## config.mk

```make
export PLATFORM = sky130hd
export DESIGN_NAME = abus_avalon_bridge_v2
export DESIGN_NICKNAME = d
export VERILOG_FILES = /design/src/rtl/abus_avalon_bridge_v2.sv
export SDC_FILE = /design/constraint.sdc
export NUM_CORES = 1
export LEC_CHECK = 0
export CAP_MARGIN = 20
export CORE_MARGIN = 1
export CORE_UTILIZATION = 51
export CTS_CLUSTER_SIZE = 24
export DETAILED_ROUTE_END_ITERATION = 12
export PLACE_DENSITY = 0.76
export SYNTH_ARGS = -nofsm -noshare
export SYNTH_HDL_FRONTEND = slang
export SYNTH_SLANG_ARGS = --single-unit
```

## constraint.sdc

```tcl
create_clock -name clock -period 9.1 [get_ports clock]
set_input_delay 1.82 -clock clock [delete_from_list [all_inputs] [get_ports clock]]
set_output_delay 1.82 -clock clock [all_outputs]
set_load 0.02 [all_outputs]
```

## src/rtl/abus_avalon_bridge_v2.sv

```systemverilog
// Saturn A-bus slave front end: synchronises the A-bus strobes, posts writes through a FIFO
// and turns cartridge reads into ordered, timeout-guarded Avalon-MM read transfers.
module abus_avalon_bridge_v2 #(
  parameter int ADDR_W      = 10,
  parameter int NUM_CS      = 3,
  parameter int SYNC_STAGES = 2,
  parameter int WFIFO_DEPTH = 8,
  parameter int TIMEOUT     = 255
) (
  input  logic              clock,
  input  logic              reset,
  input  logic [ADDR_W-1:0] abus_address,
  input  logic [NUM_CS-1:0] abus_chipselect,
  input  logic              abus_read,
  input  logic [1:0]        abus_write,
  input  logic [15:0]       abus_data_in,
  output logic [15:0]       abus_data_out,
  output logic              abus_data_oe,
  output logic              abus_waitrequest,
  output logic              abus_interrupt,
  input  logic [NUM_CS-1:0] irq_in,
  output logic [ADDR_W+2:0] avm_address,
  output logic              avm_read,
  output logic              avm_write,
  output logic [1:0]        avm_byteenable,
  output logic [15:0]       avm_writedata,
  input  logic [15:0]       avm_readdata,
  input  logic              avm_readdatavalid,
  input  logic              avm_waitrequest,
  output logic              timeout_error,
  input  logic              error_clear
);
  localparam int SW = ADDR_W + NUM_CS + 19;
  localparam int EW = ADDR_W + 20;
  localparam int PW = $clog2(WFIFO_DEPTH);
  localparam int TW = $clog2(TIMEOUT + 1);
  // Strobes and chip selects reset to their inactive (high) level so no false edge follows reset
  localparam logic [SW-1:0] SYNC_IDLE = {{ADDR_W{1'b0}}, {NUM_CS{1'b1}}, 1'b1, 2'b11, 16'h0000};

  typedef enum logic [2:0] {IDLE, RD_FLUSH, RD_REQ, RD_WAIT, RD_HOLD} state_t;

  logic [SW-1:0] sync_q [SYNC_STAGES];
  logic [SW-1:0] s;
  logic [ADDR_W-1:0] addr_s;
  logic [NUM_CS-1:0] cs_s;
  logic rd_s;
  logic [1:0] wr_s;
  logic [15:0] din_s;

  always_ff @(posedge clock) begin
    if (reset) begin
      for (int i = 0; i < SYNC_STAGES; i++) sync_q[i] <= SYNC_IDLE;
    end else begin
      sync_q[0] <= {abus_address, abus_chipselect, abus_read, abus_write, abus_data_in};
      for (int i = 1; i < SYNC_STAGES; i++) sync_q[i] <= sync_q[i-1];
    end
  end

  assign s      = sync_q[SYNC_STAGES-1];
  assign addr_s = s[SW-1 -: ADDR_W];
  assign cs_s   = s[NUM_CS+18:19];
  assign rd_s   = s[18];
  assign wr_s   = s[17:16];
  assign din_s  = s[15:0];

  logic rd_prev_q, wr_act_prev_q, wr_act, rd_fall, wr_fall;
  logic [1:0] cs_idx;
  logic cs_valid;

  always_comb begin
    cs_idx   = 2'd0;
    cs_valid = 1'b0;
    for (int i = NUM_CS - 1; i >= 0; i--) begin
      if (!cs_s[i]) begin
        cs_idx   = 2'(i);
        cs_valid = 1'b1;
      end
    end
  end

  assign wr_act  = ~&wr_s;
  assign rd_fall = rd_prev_q & ~rd_s;
  assign wr_fall = wr_act & ~wr_act_prev_q;

  always_ff @(posedge clock) begin
    if (reset) begin
      rd_prev_q     <= 1'b1;
      wr_act_prev_q <= 1'b0;
    end else begin
      rd_prev_q     <= rd_s;
      wr_act_prev_q <= wr_act;
    end
  end

  // Posted-write FIFO; a write that finds it full parks in pend_q until a slot frees up
  logic [EW-1:0] fifo_mem [WFIFO_DEPTH];
  logic [PW-1:0] wptr_q, rptr_q;
  logic [PW:0] count_q;
  logic [EW-1:0] new_entry, push_entry, pend_entry_q, head;
  logic pend_q, want, push, pop, empty, full, rd_active;
  state_t state_q;

  assign new_entry  = {cs_idx, addr_s, ~wr_s, din_s};
  assign empty      = (count_q == '0);
  assign full       = (count_q == (PW+1)'(WFIFO_DEPTH));
  assign want       = pend_q | (wr_fall & cs_valid);
  assign push_entry = pend_q ? pend_entry_q : new_entry;
  assign pop        = avm_write & ~avm_waitrequest;
  assign push       = want & (~full | pop);
  assign head       = fifo_mem[rptr_q];
  assign rd_active  = (state_q == RD_REQ) || (state_q == RD_WAIT);

  always_ff @(posedge clock) begin
    if (push) fifo_mem[wptr_q] <= push_entry;
  end

  always_ff @(posedge clock) begin
    if (reset) begin
      wptr_q       <= '0;
      rptr_q       <= '0;
      count_q      <= '0;
      pend_q       <= 1'b0;
      pend_entry_q <= '0;
    end else begin
      if (push) wptr_q <= wptr_q + 1'b1;
      if (pop)  rptr_q <= rptr_q + 1'b1;
      count_q <= count_q + {{PW{1'b0}}, push} - {{PW{1'b0}}, pop};
      if (want && !push) begin
        pend_q <= 1'b1;
        if (!pend_q) pend_entry_q <= new_entry;
      end else if (push) begin
        pend_q <= 1'b0;
      end
    end
  end

  logic [ADDR_W+2:0] rd_addr_q;
  logic [15:0] data_q;
  logic [TW-1:0] tmo_cnt_q;
  logic avm_read_q, rd_wait_q, oe_q, abort_q, timeout_error_q, irq_q;

  always_ff @(posedge clock) begin
    if (reset) begin
      state_q         <= IDLE;
      rd_addr_q       <= '0;
      data_q          <= 16'h0000;
      tmo_cnt_q       <= '0;
      avm_read_q      <= 1'b0;
      rd_wait_q       <= 1'b0;
      oe_q            <= 1'b0;
      abort_q         <= 1'b0;
      timeout_error_q <= 1'b0;
      irq_q           <= 1'b0;
    end else begin
      irq_q <= |irq_in;
      if (error_clear) timeout_error_q <= 1'b0;
      case (state_q)
        IDLE: if (rd_fall && cs_valid) begin
          state_q   <= RD_FLUSH;
          rd_addr_q <= {cs_idx, addr_s, 1'b0};
          rd_wait_q <= 1'b1;
          abort_q   <= 1'b0;
        end
        RD_FLUSH: begin
          if (rd_s) begin
            state_q   <= IDLE;
            rd_wait_q <= 1'b0;
          end else if (empty && !pend_q && !push) begin
            state_q    <= RD_REQ;
            avm_read_q <= 1'b1;
          end
        end
        RD_REQ: begin
          if (rd_s) abort_q <= 1'b1;
          if (!avm_waitrequest) begin
            avm_read_q <= 1'b0;
            tmo_cnt_q  <= '0;
            state_q    <= RD_WAIT;
          end
        end
        RD_WAIT: begin
          if (rd_s) abort_q <= 1'b1;
          if (avm_readdatavalid || tmo_cnt_q == TW'(TIMEOUT - 1)) begin
            if (!avm_readdatavalid) timeout_error_q <= 1'b1;
            rd_wait_q <= 1'b0;
            // An abandoned read still finishes on Avalon, but its data never reaches the bus
            if (abort_q || rd_s) begin
              state_q <= IDLE;
            end else begin
              state_q <= RD_HOLD;
              data_q  <= avm_readdatavalid ? avm_readdata : 16'hFFFF;
              oe_q    <= 1'b1;
            end
          end else begin
            tmo_cnt_q <= tmo_cnt_q + 1'b1;
          end
        end
        RD_HOLD: if (rd_s) begin
          state_q <= IDLE;
          oe_q    <= 1'b0;
        end
        default: state_q <= IDLE;
      endcase
    end
  end

  assign avm_write        = ~empty & ~rd_active;
  assign avm_read         = avm_read_q;
  assign avm_address      = avm_read_q ? rd_addr_q :
                            (avm_write ? {head[EW-1 -: ADDR_W+2], 1'b0} : '0);
  assign avm_byteenable   = avm_read_q ? 2'b11 : (avm_write ? head[17:16] : 2'b00);
  assign avm_writedata    = avm_write ? head[15:0] : 16'h0000;
  assign abus_waitrequest = pend_q | rd_wait_q;
  assign abus_data_oe     = oe_q;
  assign abus_data_out    = data_q;
  assign abus_interrupt   = irq_q;
  assign timeout_error    = timeout_error_q;
endmodule

```

==> metrics list, run 1 <==
* Number of max-capacitance violations reported: 0
* Most common cell after layout, fill and taps aside: sky130_fd_sc_hd__edfxtp_1
- Achievable clock frequency: 187 MHz
* Clock tree from TritonCTS: built
- Setup repair after global routing left no endpoint under its margin.
- Final Hold Viols: 0
* Vias in the first global route: 8,434
* GRT Util Overall: 19.7%
- Placer Congestion: 0.774
- Sum Neg Setup Slack: 0 ns
* Share of final-layout standard cells stronger than drive strength 1: 19.1%
- Commonest cells after routing, fill and taps aside: 240 x sky130_fd_sc_hd__edfxtp_1, 153 x sky130_fd_sc_hd__dfxtp_1, 106 x sky130_fd_sc_hd__clkdlybuf4s50_1
- Run status: finished clean
- Clk slew on worst S/H paths: 0.06 ns
* Synthesized netlist cell count: around 980
- Post-CTS timing repair inserted 0 buffers for setup.
- VDD sags by at most between 100 and 150 uV.
- Static leakage power: 6.00 nW
- Endpoint type of the worst setup path: primary output
* Largest family of logic cells by synthesized area: multiplexers
* Number of optimization iterations in the first detailed-route pass: 4
- Worst Setup Path Type: flip-flop to primary output
* Crit path launch: count_q[2]
- Top FF cell, synth: sky130_fd_sc_hd__edfxtp_1
- Input and output buffers added on the ports amount to 107.
- The clock passes through at most 3 buffers.
* Dominant cell type by area after synthesis: sky130_fd_sc_hd__edfxtp_1
* Worst reg-to-reg path cell count: 7
* Arrival time of data at the critical path endpoint: around 3.5 ns
* Adder and majority cell fraction of the synthesized area: 0.882%
- Source-to-sink clock delay at the later pin of the worst-skew pair: 0.53 ns
- Registers are responsible for 44.0% of the overall power.
- Part of the power in combinational logic: 21.7%
* Total net switching power: 0.00119 W
* Final wirelength: 29.8 mm
* Worst Hold Slack: 0.408 ns
* Floorplan die width: 174 um
* Max-slew violations: 0
- Hold Crit Depth: 1
- Post-synthesis xor/xnor area fraction: 0.233%
- The floorplan step set the die height to 174 um.
- Counting flops with a built-in enable in the synthesized netlist gives 240.
* Internal power summed over all cells: approximately 0.0033 W
- After the last flow step, the layout net total stands at 1,154.
* Standard-cell row count: 62
* Starting density of the core: 52.1%
* TritonCTS sink count: 395
- Once detail routing completed, the nets flagged for antenna violations numbered 0.
* First DRT Iteration DRCs: 569
- Maximum level of the CTS H-tree: 2
- Compound-gate portion of the synthesized area: 5.73%
* Required time of the critical path: approximately 7.3 ns
- Counting flops and latches in the post-synthesis netlist gives just under 400.
- Area share of the largest cell type after synthesis: between 40% and 50%
- The core region is 0.0289 mm^2.
- By area the synthesized netlist is led by sky130_fd_sc_hd__edfxtp_1 48%, sky130_fd_sc_hd__dfxtp_1 21%, sky130_fd_sc_hd__mux4_2 6.6%.
- After synthesis, the share of flip-flops with an asynchronous set or reset is 0%.
* Slew at the pin closest to its max-slew limit: 0.958 ns
- Layout fillers: around 2,100
* Relative slew slack: 36.2%
- Before CTS, the worst setup slack after placement is 4.15 ns.
- Number of vias per cell: 5.65
- Once routing completed, OpenROAD measured the worst setup slack at 3.76 ns.
- Mapped Area: 0.0150 mm^2
* Relative area change from synthesis to final layout: 17.6%
- Sequential elements use 68.5% of the synthesized area.
- Critical Path Fanout Max: 21
- The tree is rooted in a sky130_fd_sc_hd__clkbuf_16.
- A synthesized cell averages 15.3 um^2.
- For the finished layout, the period the worst path requires is 5.34 ns.
- HPWL reported at the end of detailed placement: 17.9 mm
- The worst setup path is launched from a flip-flop.
- In the routed design, unresolved DRC markers number 0.
- The number of different library cells used by synthesis comes to 55.
* Simple-gate area share of the yosys netlist: 9.17%
- Via count: 8,480
- The total overflow left after global routing is 0.
- Antenna violations before repair: 0
* Worst min-delay path startpoint: sync_q[0][16]
- Cts bufs inserted: 39
- 0 antenna diodes ended up in the layout.
- In the final routed layout, each cell accounts on average for 19.8 um.
- Syn Nets: 1,050
* Gates resized, CTS repair: 0
* I/O pin cnt: 109
- Multiplexer cells account for 13.2% of the synthesized area.
- Sw Ratio: 26.7%
- In this run the power density over the cells is 251 mW/mm^2.
- Setup violations remaining at the end of the flow were counted as 0.
- The clock network accounts for 34.3% of the total power.
- CTS Hold Buffers Added: 0
- Worst clock skew: around 0.018 ns
* First-pass GRT wire length: roughly 46 mm
- Entering global routing, the biggest net connects 77 pins.
* Launching point of the worst reg2reg path: count_q[2]
* Die Outline Area: 0.0302 mm^2
- Yosys warning total: 0
- After layout, the worst path uses 58.7% of the clock period.
* Worst Hold Class: flip-flop to flip-flop
[layout make-up]
type	instances	area, um^2	share of cell area, %
timing repair buffer	127	1210	6.86
multi-input combinational	514	4430	25.0
inverter	11	41.3	0.233
clock inverter	17	135	0.763
sequential	395	10300	58.3
tap	384	480	2.71
clock buffer	54	1080	6.13
[worst max-delay path: stages, from the launching register on]
cell,delay (ns)
sky130_fd_sc_hd__dfxtp_1,0.31
sky130_fd_sc_hd__inv_1,0.07
sky130_fd_sc_hd__ha_1,0.27
sky130_fd_sc_hd__nor3b_1,0.19
sky130_fd_sc_hd__or2_2,0.51
sky130_fd_sc_hd__nor2_1,0.70
sky130_fd_sc_hd__a22o_1,0.31
sky130_fd_sc_hd__clkdlybuf4s50_1,0.63
[through the flow]
step | instance area, um^2 | cells | util [%] | power [W]
after floorplan | 15000 | 984 | - | 0.00263
after global placement | 16500 | 1428 | 57.0 | 0.00295
after detailed placement | 16500 | 1428 | 57.0 | 0.00296
after CTS | 17700 | 1499 | 61.3 | 0.00448
after global routing | 17700 | 1502 | 61.3 | 0.00462
final | 17700 | 1502 | 61.3 | 0.00444
[cells in the mapped netlist, types with 5 or more instances]
cell type and number:
sky130_fd_sc_hd__mux4_2 44, sky130_fd_sc_hd__ha_1 9, sky130_fd_sc_hd__o21ai_0 12, sky130_fd_sc_hd__a21oi_1 68, sky130_fd_sc_hd__inv_1 9, sky130_fd_sc_hd__buf_2 21
sky130_fd_sc_hd__nand3_1 11, sky130_fd_sc_hd__nand4_1 6, sky130_fd_sc_hd__nor3_1 62, sky130_fd_sc_hd__mux2i_1 13, sky130_fd_sc_hd__or2_2 16, sky130_fd_sc_hd__nor2b_1 56
sky130_fd_sc_hd__nand2_1 43, sky130_fd_sc_hd__nor2_1 33, sky130_fd_sc_hd__a22o_1 12, sky130_fd_sc_hd__dfxtp_1 155, sky130_fd_sc_hd__clkbuf_1 33, sky130_fd_sc_hd__o31ai_1 5
sky130_fd_sc_hd__or3_1 7, sky130_fd_sc_hd__nand2b_1 6, sky130_fd_sc_hd__o221a_2 16, sky130_fd_sc_hd__mux2_2 39, sky130_fd_sc_hd__mux4_1 16, sky130_fd_sc_hd__edfxtp_1 240
[layer usage]
layer	vias up	share of wire (%)	global-route usage (%)
li1	3957	-	-
met1	4159	43	28.1
met2	318	47	31.0
met3	46	7.8	3.90
met4	0	2.0	5.67
met5	-	0	0
[power by group through the flow]
stage,logic (W),clock network [W],registers [W]
2_1_floorplan,0.000644,0,0.00199
3_3_place_gp,0.000959,0,0.00199
3_5_place_dp,0.000971,0,0.00199
4_1_cts,0.000976,0.00155,0.00196
5_1_grt,0.00104,0.00162,0.00196
6_report,0.000966,0.00152,0.00196
[logic make-up after synthesis]
family / count (synthesis)
mux: 112
simple gates: 258
buf+inv: 75
xor+xnor: 4
other cells: 1
fa+ha+maj: 10
compound gates: 129
flops: 395
[flip-flops by register name, summed over array words and instances (netlist names), named ones only]
signal / cells
fifo_mem: 240
sync_q: 64
pend_entry_q: 30
abus_data_out: 16
rd_addr_q: 12
tmo_cnt_q: 8
count_q: 4
rptr_q: 3
state_q: 3
wptr_q: 3
abort_q: 1
abus_data_oe: 1
abus_interrupt: 1
avm_read: 1
pend_q: 1
rd_prev_q: 1
rd_wait_q: 1
timeout_error: 1
wr_act_prev_q: 1
[path summary, 6_finish.rpt]
path	end	slack [ns]
worst min-delay path	sync_q[0][48]	0.41
worst max-delay path	avm_address[3]	3.76
worst min register to register	sync_q[0][48]	0.41
worst max register to register	fifo_mem[6][10]	6.02
(Power assumes the default switching activity.)
==> inputs of run 2 (changes only) <==
clock period = 5.03 ns   (was 9.1 ns; I/O delays follow)
==> metrics list, run 2 (synthesis results as in run 1) <==
- The flow ran to the end, and the final reports show no timing, DRC or antenna violations.
* Routed wire per std cell: 19.7 um (-0.58%)
- Worst Hold Class: flip-flop to flip-flop
* Static leakage power: 6.03 nW (+0.60%)
- Slew at the pin closest to its max-slew limit: 0.868 ns (-0.0898 ns)
* Placed Instances: 1,432 (+0.28%)
- Via count: 8,523 (+0.51%)
- The worst setup path is launched from a flip-flop.
* GRT Util Overall: 19.8% (+0.084 points)
* I/O pin cnt: 109 (unchanged)
- The sequential fraction of design power is 44.3% (+0.3 points).
- First-pass GRT wire length: 46.8 mm (+0.77%)
- The register with the most flip-flops in the final layout is fifo_mem.
- The worst-case vdd ir drop came to 252 uV (+110%).
* Area of the placeable core: 0.0289 mm^2 (unchanged)
- Die height: 174 um (unchanged)
* Pin count of the biggest net entering global routing: 68 (-12%)
- Final Instance Area: 0.0178 mm^2 (+0.56%)
- Standard-cell row count: 62 (unchanged)
- Tcrit/Tclk final: 86.0%
- The maximum clock skew at final layout was 0.0200 ns (+0.00155 ns).
* TritonCTS sink count: 395 (unchanged)
* Relative area change from synthesis to final layout: 18.3%
- The total congestion overflow after global routing was 0 (unchanged).
* Clock tree from TritonCTS: built
* Final wirelength: 29.6 mm (-0.45%)
* Internal power summed over all cells: 0.00598 W (+84%)
- RSZ-0062 raised after global routing: false
* Critical-path top delay cell: sky130_fd_sc_hd__clkdlybuf4s50_1
- Gates resized, CTS repair: 0 (unchanged)
- The largest registers in the layout are fifo_mem: 240 flops, sync_q: 64 flops, pend_entry_q: 30 flops.
- Arrival time of data at the critical path endpoint: 3.32 ns (-0.20 ns)
- Number of vias per cell: 5.67 (+0.37%)
* Pre-CTS setup slack: 0.935 ns (-3.22 ns)
- Die Outline Area: 0.0302 mm^2 (unchanged)
- Clock Tree Buf Depth: 3 (unchanged)
* First DRT Iteration DRCs: 751 (+32%)
- The worst setup path is of the flip-flop to primary output kind.
* Antenna violations before repair: 0 (unchanged)
* Root Buffer Master: sky130_fd_sc_hd__clkbuf_16
* DRC violation count after routing: 0 (unchanged)
- Placer Congestion: 0.762 (-1.5%)
- For this run, the top clock speed supported by timing is 231 MHz.
- The worst path in the final design needs a cycle of 4.33 ns, including I/O delays and setup.
- Count of final setup violators: 0 (unchanged)
- The count of buffer and inverter cells on the critical path came to 2 (unchanged).
- The starting utilization of the core area is 52.1% (unchanged).
- The power density over the cells was 455 mW/mm^2 (+81%).
- Worst Hold Slack: 0.409 ns (+0.000639 ns)
* Sequence of cells on the critical path: inv_1 > ha_1 > nor3b_1 > or2_2 > nor2_1 > a22o_1 > clkdlybuf4s50_1
- Peak per-stage delay on the critical path: 0.61 ns (-0.09 ns)
* Post-CTS setup buffer count: 0 (unchanged)
- The number of nets in the layout came to 1,157 (+0.26%).
- Commonest cells after routing, fill and taps aside: 240 x sky130_fd_sc_hd__edfxtp_1, 153 x sky130_fd_sc_hd__dfxtp_1, 106 x sky130_fd_sc_hd__clkdlybuf4s50_1
- The number of max-cap violations came to 0 (unchanged).
* Number of nets with antenna violations after detailed routing: 0 (unchanged)
* Clock network fraction of design power: 34.9% (+0.6 points)
- The worst setup path is captured at a primary output.
- The final max-slew violation count was 0 (unchanged).
- The combinational cell fraction of total power was 20.8% (-0.9 points).
- Total net switching power: 0.00212 W (+79%)
- The total of hold buffers inserted after clock tree synthesis came to 0 (unchanged).
- Source-to-sink clock delay at the later pin of the worst-skew pair: 0.52 ns (about the same)
- Number of standard cells in the final layout excluding fillers: 1,504 (+0.13%)
- The H-tree depth is 2 (unchanged).
* Vias in the first global route: 8,562 (+1.5%)
- Most common cell after layout, fill and taps aside: sky130_fd_sc_hd__edfxtp_1
- The cell area reported after detailed placement came to 0.0165 mm^2 (+0.41%).
* Setup slack after layout: 0.702 ns (-3.06 ns)
- Kind of cell adding the most delay to the critical path: simple AND/OR/NAND/NOR gates
- Number of antenna repair diodes: 0 (unchanged)
- Floorplan die width: 174 um (unchanged)
- The clock-pin slew on the worst setup and hold paths came to 0.06 ns (about the same).
* Required time of the critical path: 4.02 ns (-3.26 ns)
* Flip-flop count of the largest register after layout: 240 (unchanged)
- The worst-path maximum fanout is 21 (unchanged).
- Final Hold Viols: 0 (unchanged)
- The port buffer count was 107 (unchanged).
- The post-detailed-placement half-perimeter wirelength was 18.4 mm (+2.6%).
- Sw Ratio: 26.2% (-0.50 points)
- The number of buffers created by CTS is 38 (-2.6%).
- The first-pass iteration count of the detailed router is 5 (+1).
- Sum Neg Setup Slack: 0 ns (unchanged)
- The fraction of layout instances using a drive strength above 1 is 19.6% (+0.50 points).
- Relative slew slack: 40.5% (+4.3 points)
[run 2: cell count changes in the layout (fill, tap and decap cells not counted), sizes merged]
| cell | before | now |
|---|---|---|
| buf | 20 | 24 |
| bufinv | 1 | 3 |
| clkbuf | 55 | 53 |
| clkinv | 14 | 11 |
| clkinvlp | 1 | 3 |
| inv | 12 | 11 |
[run 2: worst paths after layout]
| path | cells after the start | to | slack (ns) | from |
|---|---|---|---|---|
| max reg2reg | 7 | fifo_mem[2][15] | 2.00 | count_q[2] |
| min reg2reg | 1 | sync_q[0][48] | 0.41 | sync_q[0][16] |
| max | 7 | avm_address[3] | 0.70 | count_q[2] |
| min | 1 | sync_q[0][48] | 0.41 | sync_q[0][16] |
[run 2: routing by layer]
metal | vias up | routed length [um] | global-route usage, %
met2 | 260 | 14000 | 31.9
li1 | 3962 | - | -
met5 | - | 0 | 0
met4 | 0 | 605 | 5.67
met1 | 4255 | 13200 | 27.7
met3 | 46 | 1770 | 3.66
[run 2: final cells by class]
cell class              instances  area, um^2
clock buffers                  52        1070
repair buffers                131        1280
fillers                      2082       11100
multi-input cells             514        4430
well taps                     384         480
clock inverters                17         184
inverters                      11        41.3
flip-flops and latches        395       10300
[run 2: per-stage QoR]
step	total power [W]	util, %
4_1_cts	0.00816	61.6
3_5_place_dp	0.00536	57.3
5_1_grt	0.00839	61.7
3_3_place_gp	0.00534	57.3
2_1_floorplan	0.00476	-
6_report	0.00810	61.7
[run 2: power groups by stage]
stage	clock network (W)	logic (W)	registers [W]
2_1_floorplan	0	0.00117	0.00359
3_3_place_gp	0	0.00168	0.00366
3_5_place_dp	0	0.00170	0.00366
4_1_cts	0.00287	0.00171	0.00359
5_1_grt	0.00299	0.00180	0.00360
6_report	0.00283	0.00169	0.00359
